$ cat config.mk
export PLATFORM = sky130hd
export DESIGN_NAME = phy_rx_lane_ctrl_flat
export DESIGN_NICKNAME = d
export VERILOG_FILES = /design/src/rtl/phy_rx_lane_ctrl_if.sv /design/src/rtl/phy_rx_lane_ctrl.sv /design/src/flat_wrapper.sv
export SDC_FILE = /design/constraint.sdc
export NUM_CORES = 1
export LEC_CHECK = 0
export CORE_MARGIN = 2
export CORE_UTILIZATION = 45
export DETAILED_ROUTE_END_ITERATION = 7
export GPL_ROUTABILITY_DRIVEN = 0
export PLACE_DENSITY = 0.8
export SLEW_MARGIN = 10
export SYNTH_ARGS = -nofsm -noshare
export SYNTH_HDL_FRONTEND = slang
export SYNTH_SLANG_ARGS = --single-unit
$ cat constraint.sdc
create_clock -name clk_4f -period 4.42 [get_ports clk_4f]
set_clock_uncertainty 0.2 [all_clocks]
set_input_delay 0.663 -clock clk_4f [delete_from_list [all_inputs] [get_ports clk_4f]]
set_output_delay 0.663 -clock clk_4f [all_outputs]
set_load 0.05 [all_outputs]
$ cat src/rtl/phy_rx_lane_ctrl_if.sv
// Two-lane PHY receive bus: per-lane byte inputs, sync/active status and assembled word output.
// Optional statistics signals appear when PHY_RX_STATS_EN is defined.
interface phy_rx_lane_ctrl_if;
  logic [7:0]  byte_in_0;
  logic        byte_valid_0;
  logic [7:0]  byte_in_1;
  logic        byte_valid_1;
  logic        sync_0;
  logic        sync_1;
  logic        active;
  logic [31:0] data_out;
  logic        valid_out;
  logic        half_drop;
  logic [1:0]  lane_state;
`ifdef PHY_RX_STATS_EN
  logic [15:0] word_cnt;
  logic [15:0] drop_cnt;

  modport slave (
    input  byte_in_0, byte_valid_0, byte_in_1, byte_valid_1,
    output sync_0, sync_1, active, data_out, valid_out, half_drop, lane_state,
    output word_cnt, drop_cnt
  );
  modport master (
    output byte_in_0, byte_valid_0, byte_in_1, byte_valid_1,
    input  sync_0, sync_1, active, data_out, valid_out, half_drop, lane_state,
    input  word_cnt, drop_cnt
  );
`else
  modport slave (
    input  byte_in_0, byte_valid_0, byte_in_1, byte_valid_1,
    output sync_0, sync_1, active, data_out, valid_out, half_drop, lane_state
  );
  modport master (
    output byte_in_0, byte_valid_0, byte_in_1, byte_valid_1,
    input  sync_0, sync_1, active, data_out, valid_out, half_drop, lane_state
  );
`endif
endinterface

$ cat src/rtl/phy_rx_lane_ctrl.sv
// Two-lane RX sequencer: per-lane comma sync FSM, link-active gating and 32-bit word assembly.
// Optional word/drop statistics counters are enabled by defining PHY_RX_STATS_EN.
module phy_rx_lane_ctrl #(
  parameter logic [7:0] COMMA      = 8'hBC,
  parameter int         SYNC_COUNT = 4,
  parameter int         LOSS_COUNT = 4,
  parameter int         CNT_W      = 3
) (
  input logic               clk_4f,
  input logic               reset,
  phy_rx_lane_ctrl_if.slave bus
);

  // Handshake: each lane presents a byte when its byte_valid is high (no backpressure);
  // valid_out and half_drop are single-cycle strobes, data_out is held between strobes.

  typedef enum logic {SEARCH = 1'b0, SYNCED = 1'b1} lane_state_t;

  localparam logic [CNT_W-1:0] SYNC_LAST = CNT_W'(SYNC_COUNT - 1);
  localparam logic [CNT_W-1:0] LOSS_LAST = CNT_W'(LOSS_COUNT - 1);

  lane_state_t      state_q    [2];
  lane_state_t      state_d    [2];
  logic [CNT_W-1:0] sync_cnt_q [2];
  logic [CNT_W-1:0] sync_cnt_d [2];
  logic [CNT_W-1:0] loss_cnt_q [2];
  logic [CNT_W-1:0] loss_cnt_d [2];
  logic [7:0]       lane_byte  [2];
  logic             lane_valid [2];

  logic        active_q;
  logic        active_d;
  logic        phase_q;
  logic [15:0] hi_q;
  logic [31:0] data_q;
  logic        valid_q;
  logic        drop_q;
  logic        both_valid;
  logic        idle_cycle;
  logic        data_cycle;

  assign lane_byte[0]  = bus.byte_in_0;
  assign lane_byte[1]  = bus.byte_in_1;
  assign lane_valid[0] = bus.byte_valid_0;
  assign lane_valid[1] = bus.byte_valid_1;

  always_ff @(posedge clk_4f) begin
    for (int i = 0; i < 2; i++) begin
      if (reset) begin
        state_q[i]    <= SEARCH;
        sync_cnt_q[i] <= '0;
        loss_cnt_q[i] <= '0;
      end else begin
        state_q[i]    <= state_d[i];
        sync_cnt_q[i] <= sync_cnt_d[i];
        loss_cnt_q[i] <= loss_cnt_d[i];
      end
    end
  end

  always_comb begin
    for (int i = 0; i < 2; i++) begin
      state_d[i]    = state_q[i];
      sync_cnt_d[i] = sync_cnt_q[i];
      loss_cnt_d[i] = loss_cnt_q[i];
      case (state_q[i])
        SEARCH: begin
          if (lane_valid[i]) begin
            if (lane_byte[i] != COMMA) begin
              sync_cnt_d[i] = '0;
            end else if (sync_cnt_q[i] == SYNC_LAST) begin
              state_d[i]    = SYNCED;
              sync_cnt_d[i] = '0;
              loss_cnt_d[i] = '0;
            end else begin
              sync_cnt_d[i] = sync_cnt_q[i] + 1'b1;
            end
          end
        end
        SYNCED: begin
          if (lane_valid[i]) begin
            loss_cnt_d[i] = '0;
          end else if (loss_cnt_q[i] == LOSS_LAST) begin
            state_d[i]    = SEARCH;
            sync_cnt_d[i] = '0;
            loss_cnt_d[i] = '0;
          end else begin
            loss_cnt_d[i] = loss_cnt_q[i] + 1'b1;
          end
        end
        default: state_d[i] = SEARCH;
      endcase
    end
  end

  // active tracks the next lane states so it rises and falls on the same edge as sync_x
  assign active_d   = (state_d[0] == SYNCED) && (state_d[1] == SYNCED);
  assign both_valid = lane_valid[0] && lane_valid[1];
  assign idle_cycle = both_valid && (lane_byte[0] == COMMA) && (lane_byte[1] == COMMA);
  assign data_cycle = both_valid && !idle_cycle;

  always_ff @(posedge clk_4f) begin
    if (reset) begin
      active_q <= 1'b0;
      phase_q  <= 1'b0;
      hi_q     <= '0;
      data_q   <= '0;
      valid_q  <= 1'b0;
      drop_q   <= 1'b0;
    end else begin
      active_q <= active_d;
      valid_q  <= 1'b0;
      drop_q   <= 1'b0;
      if (!active_q) begin
        phase_q <= 1'b0;
      end else if (!active_d) begin
        // link going down overrides any data this cycle
        drop_q  <= phase_q;
        phase_q <= 1'b0;
      end else if (idle_cycle) begin
        drop_q  <= phase_q;
        phase_q <= 1'b0;
      end else if (data_cycle) begin
        if (!phase_q) begin
          hi_q    <= {lane_byte[0], lane_byte[1]};
          phase_q <= 1'b1;
        end else begin
          data_q  <= {hi_q, lane_byte[0], lane_byte[1]};
          valid_q <= 1'b1;
          phase_q <= 1'b0;
        end
      end
    end
  end

`ifdef PHY_RX_STATS_EN
  logic [15:0] word_cnt_q;
  logic [15:0] drop_cnt_q;

  // counters advance on the same edge that raises the matching strobe
  always_ff @(posedge clk_4f) begin
    if (reset) begin
      word_cnt_q <= '0;
      drop_cnt_q <= '0;
    end else begin
      if (active_q && active_d && data_cycle && phase_q && (word_cnt_q != 16'hFFFF))
        word_cnt_q <= word_cnt_q + 16'd1;
      if (active_q && phase_q && (!active_d || idle_cycle) && (drop_cnt_q != 16'hFFFF))
        drop_cnt_q <= drop_cnt_q + 16'd1;
    end
  end

  assign bus.word_cnt = word_cnt_q;
  assign bus.drop_cnt = drop_cnt_q;
`endif

  assign bus.sync_0     = (state_q[0] == SYNCED);
  assign bus.sync_1     = (state_q[1] == SYNCED);
  assign bus.lane_state = {state_q[1], state_q[0]};
  assign bus.active     = active_q;
  assign bus.data_out   = data_q;
  assign bus.valid_out  = valid_q;
  assign bus.half_drop  = drop_q;

endmodule

$ cat src/flat_wrapper.sv
// flat-port wrapper written by rule: the top's interface ports become plain ports
module phy_rx_lane_ctrl_flat 
#(
  parameter logic [7:0] COMMA      = 8'hBC,
  parameter int         SYNC_COUNT = 4,
  parameter int         LOSS_COUNT = 4,
  parameter int         CNT_W      = 3
)
  (clk_4f, reset, bus_byte_in_0, bus_byte_valid_0, bus_byte_in_1, bus_byte_valid_1, bus_sync_0, bus_sync_1, bus_active, bus_data_out, bus_valid_out, bus_half_drop, bus_lane_state);
  phy_rx_lane_ctrl_if bus_i ();
  input logic clk_4f;
  input logic reset;
  input wire logic [$bits(bus_i.byte_in_0)-1:0] bus_byte_in_0;
  input wire logic [$bits(bus_i.byte_valid_0)-1:0] bus_byte_valid_0;
  input wire logic [$bits(bus_i.byte_in_1)-1:0] bus_byte_in_1;
  input wire logic [$bits(bus_i.byte_valid_1)-1:0] bus_byte_valid_1;
  output wire logic [$bits(bus_i.sync_0)-1:0] bus_sync_0;
  output wire logic [$bits(bus_i.sync_1)-1:0] bus_sync_1;
  output wire logic [$bits(bus_i.active)-1:0] bus_active;
  output wire logic [$bits(bus_i.data_out)-1:0] bus_data_out;
  output wire logic [$bits(bus_i.valid_out)-1:0] bus_valid_out;
  output wire logic [$bits(bus_i.half_drop)-1:0] bus_half_drop;
  output wire logic [$bits(bus_i.lane_state)-1:0] bus_lane_state;
  assign bus_i.byte_in_0 = bus_byte_in_0;
  assign bus_i.byte_valid_0 = bus_byte_valid_0;
  assign bus_i.byte_in_1 = bus_byte_in_1;
  assign bus_i.byte_valid_1 = bus_byte_valid_1;
  assign bus_sync_0 = bus_i.sync_0;
  assign bus_sync_1 = bus_i.sync_1;
  assign bus_active = bus_i.active;
  assign bus_data_out = bus_i.data_out;
  assign bus_valid_out = bus_i.valid_out;
  assign bus_half_drop = bus_i.half_drop;
  assign bus_lane_state = bus_i.lane_state;
  phy_rx_lane_ctrl #(.COMMA(COMMA), .SYNC_COUNT(SYNC_COUNT), .LOSS_COUNT(LOSS_COUNT), .CNT_W(CNT_W)) u_core (.clk_4f(clk_4f), .reset(reset), .bus(bus_i));
endmodule
==> summary.md <==
| Metric | Value |
|---|---|
| RSZ-0062 raised after global routing | no |
| CP Cell Sequence | clkdlybuf4s50_1 -> nand4b_1 -> nor2_1 -> a21oi_2 -> buf_4 -> or3_1 -> a31o_1 |
| Synthesis warning total | 0 |
| Most common cell after layout, fill and taps aside | dfxtp_1 |
| Clock transition at path regs | 0.07 ns |
| Netlist cell types | 37 |
| Max Clk Rate | 0.302 GHz |
| Die H | 82.8 um |
| # diodes | 0 |
| Critical path's slowest cell | or3_1 |
| Synth Flop Type | dfxtp_1 |
| Nets@finish | 358 |
| CP Capture Type | flip-flop |
| Switch share | 20.9% |
| Remaining DRCs | 0 |
| # resized after CTS | 0 |
| # Post-CTS Setup Buffers | 0 |
| Final Max Tran Viols | 0 |
| Seq/Total Area, Yosys | 47.3% |
| Slew margin rel. | 19.8% |
| Die area | 6850 um2 |
| Largest net degree at the start of global routing | 59 |
| Root buf cell | clkbuf_8 |
| Average size of a mapped cell | 9.70 um2 |
| NetSw | 266 uW |
| Part of the cycle the worst path needs | 75.0% |
| Layout area overhead | 29.7% |
| Mapped Area | 2790 um2 |
| HPWL after DPL | 4430 um |
| # setup viols final | 0 |
| Design Area, Final | 3620 um2 |
| Total track usage | 20.6% |
| Number of global-route vias before repair | 2305 |
| HP Class | flip-flop to flip-flop |
| Final hold violations | 0 |
| Grt ovf | 0 |
| Post-DRT Antenna Nets | 0 |
| Critical path class | input pin to flip-flop |
| Power per Cell Area | 351 nW/um2 |
| Global-route wire length before repair | 10700 um |
| Row cnt | 28 |
| Filler cells | 521 |
| CTS tree | done |
| Routed WL per cell | 15.4 um |
| Async set-or-reset flop fraction in the synthesized netlist | 0% |
| Worst path max stage delay | 0.85 ns |
| Pleak | 1.39 nW |
| Clock latency on the worst-skew pair | 0.35 ns |
| Clock buffer depth | 2 |
| #FFs+latches synth | 66 |
| Num ports | 59 |
| Comb power frac | 3.9% |
| Clock sinks | 66 |
| Mapped Nets | 312 |
| Startpoint type of the worst setup path | input pin |
| Die span in x | 82.8 um |
| Detailed Route WL | 6380 um |
| Mapped Cells | 288 |
| Number of DRC markers in iteration 0 | 97 |
| Setup TNS | 0 ns |
| Tmin final | 3.31 ns |
| Clk pwr share | 49.4% |
| Slew @ Worst Pin | 1.20 ns |
| Outcome | finished clean |
| Req. time, crit path | 4.45 ns |
| Inserted Clock Buffers | 9 |
| Area after DPL | 3370 um2 |
| 1st-pass router iterations | 4 |
| Max-Cap Viols | 0 |
| Seq pwr share | 46.7% |
| Internal Power | 1.01 mW |
| Via count | 2387 |
| Commonest cells after routing, fill and taps aside | 66 x dfxtp_1, 58 x clkdlybuf4s50_1, 46 x nand2_1 |
| Port Buf Inserts | 58 |
| Cts hold-fix bufs | 0 |
| Via density | 5.77 |
| Layout cells sized above 1 | 8.85% |
| Starting Density | 46.9% |
| WP data arrival | 3.35 ns |
| CP Max Fanout | 32 |
| H-tree depth | 3 |
| Maximum VDD drop | 234 uV |
| Design Power | 1.27 mW |
| Initial antenna violation count | 0 |
| Number of synthesized flops with an enable pin | 0 |
| Core footprint | 5960 um2 |
[power groups by stage]
stage,registers (mW),logic [mW],clock network (mW)
floorplan,0.608,0.0239,0
global placement,0.608,0.0494,0
detailed placement,0.608,0.0495,0
CTS,0.594,0.0497,0.638
global route,0.594,0.0536,0.659
finish,0.594,0.0498,0.629
[cells by family after synthesis]
logic type                 share of synthesized area (%)
AOI/OAI and AO/OA                                   13.8
xor gates and xnor gates                           0.314
adders and majority gates                           1.79
buffers and inverters                               5.20
DFF                                                 47.3
muxes                                               7.93
and+or+nand+nor                                     23.7
[state kept, by name, indices dropped and copies added (netlist names)]
name	flops
u_core.bus.active	1
u_core.bus.data_out	32
u_core.bus.half_drop	1
u_core.bus.valid_out	1
u_core.hi_q	16
u_core.loss_cnt_q	6
u_core.phase_q	1
u_core.state_q	2
u_core.sync_cnt_q	6
[critical path, delay by kind of cell]
| kind | cells | cell delay, ns |
|---|---|---|
| compound gates | 2 | 0.50 |
| simple gates | 3 | 1.39 |
| buf+inv | 2 | 0.75 |
[final cells by class]
| cell class | count | area [um2] | share of cell area, % |
|---|---|---|---|
| Clock buffer | 10 | 138 | 3.80 |
| Clock inverter | 6 | 114 | 3.14 |
| Inverter | 4 | 15.0 | 0.415 |
| Multi-Input combinational cell | 191 | 1330 | 36.7 |
| Sequential cell | 66 | 1320 | 36.5 |
| Tap cell | 75 | 93.8 | 2.59 |
| Timing Repair Buffer | 62 | 611 | 16.9 |
[worst paths after layout]
path | start | to | slack (ns) | cells past startpoint
setup / recovery | bus_byte_in_1[7] | u_core.bus.data_out[21] | 1.11 | 7
hold / removal | u_core.loss_cnt_q[0][2] | u_core.loss_cnt_q[0][2] | 0.26 | 1
setup reg to reg | u_core.sync_cnt_q[0][0] | u_core.bus.data_out[26] | 1.38 | 6
hold reg to reg | u_core.loss_cnt_q[0][2] | u_core.loss_cnt_q[0][2] | 0.26 | 1
[synthesized netlist by cell type, drive strengths merged, types with 3 or more instances]
cell type	number	area share [%]
nand4b	5	2.1
inv	4	0.54
clkbuf	15	2.0
ha	4	1.8
nor4	30	7.8
nor2	15	2.0
dfxtp	66	47
nand2	46	6.2
o211a	4	1.4
buf	12	2.6
a21oi	9	1.6
nor3	6	1.1
or3	3	0.67
a31o	27	8.5
mux2i	21	7.5
[layer usage]
metal  global-route usage, %  routed length [um]  up-vias
li1                        -                   -     1149
met1                    26.9                2930     1148
met2                    32.2                2950       74
met3                    5.30                 359       16
met4                    9.18                 144        0
met5                       0                   0        -
[through the flow]
step                hold slack (ns)  std cells  utilization (%)  worst slack, ns
floorplan                     0.236        288                -             1.91
detailed placement            0.251        398             56.6            0.766
global route                  0.284        414             60.8            0.950
global placement              0.242        398             56.6            0.809
CTS                           0.262        414             60.8             1.12
finish                        0.262        414             60.8             1.11
Power figures use the tool's default switching activity.
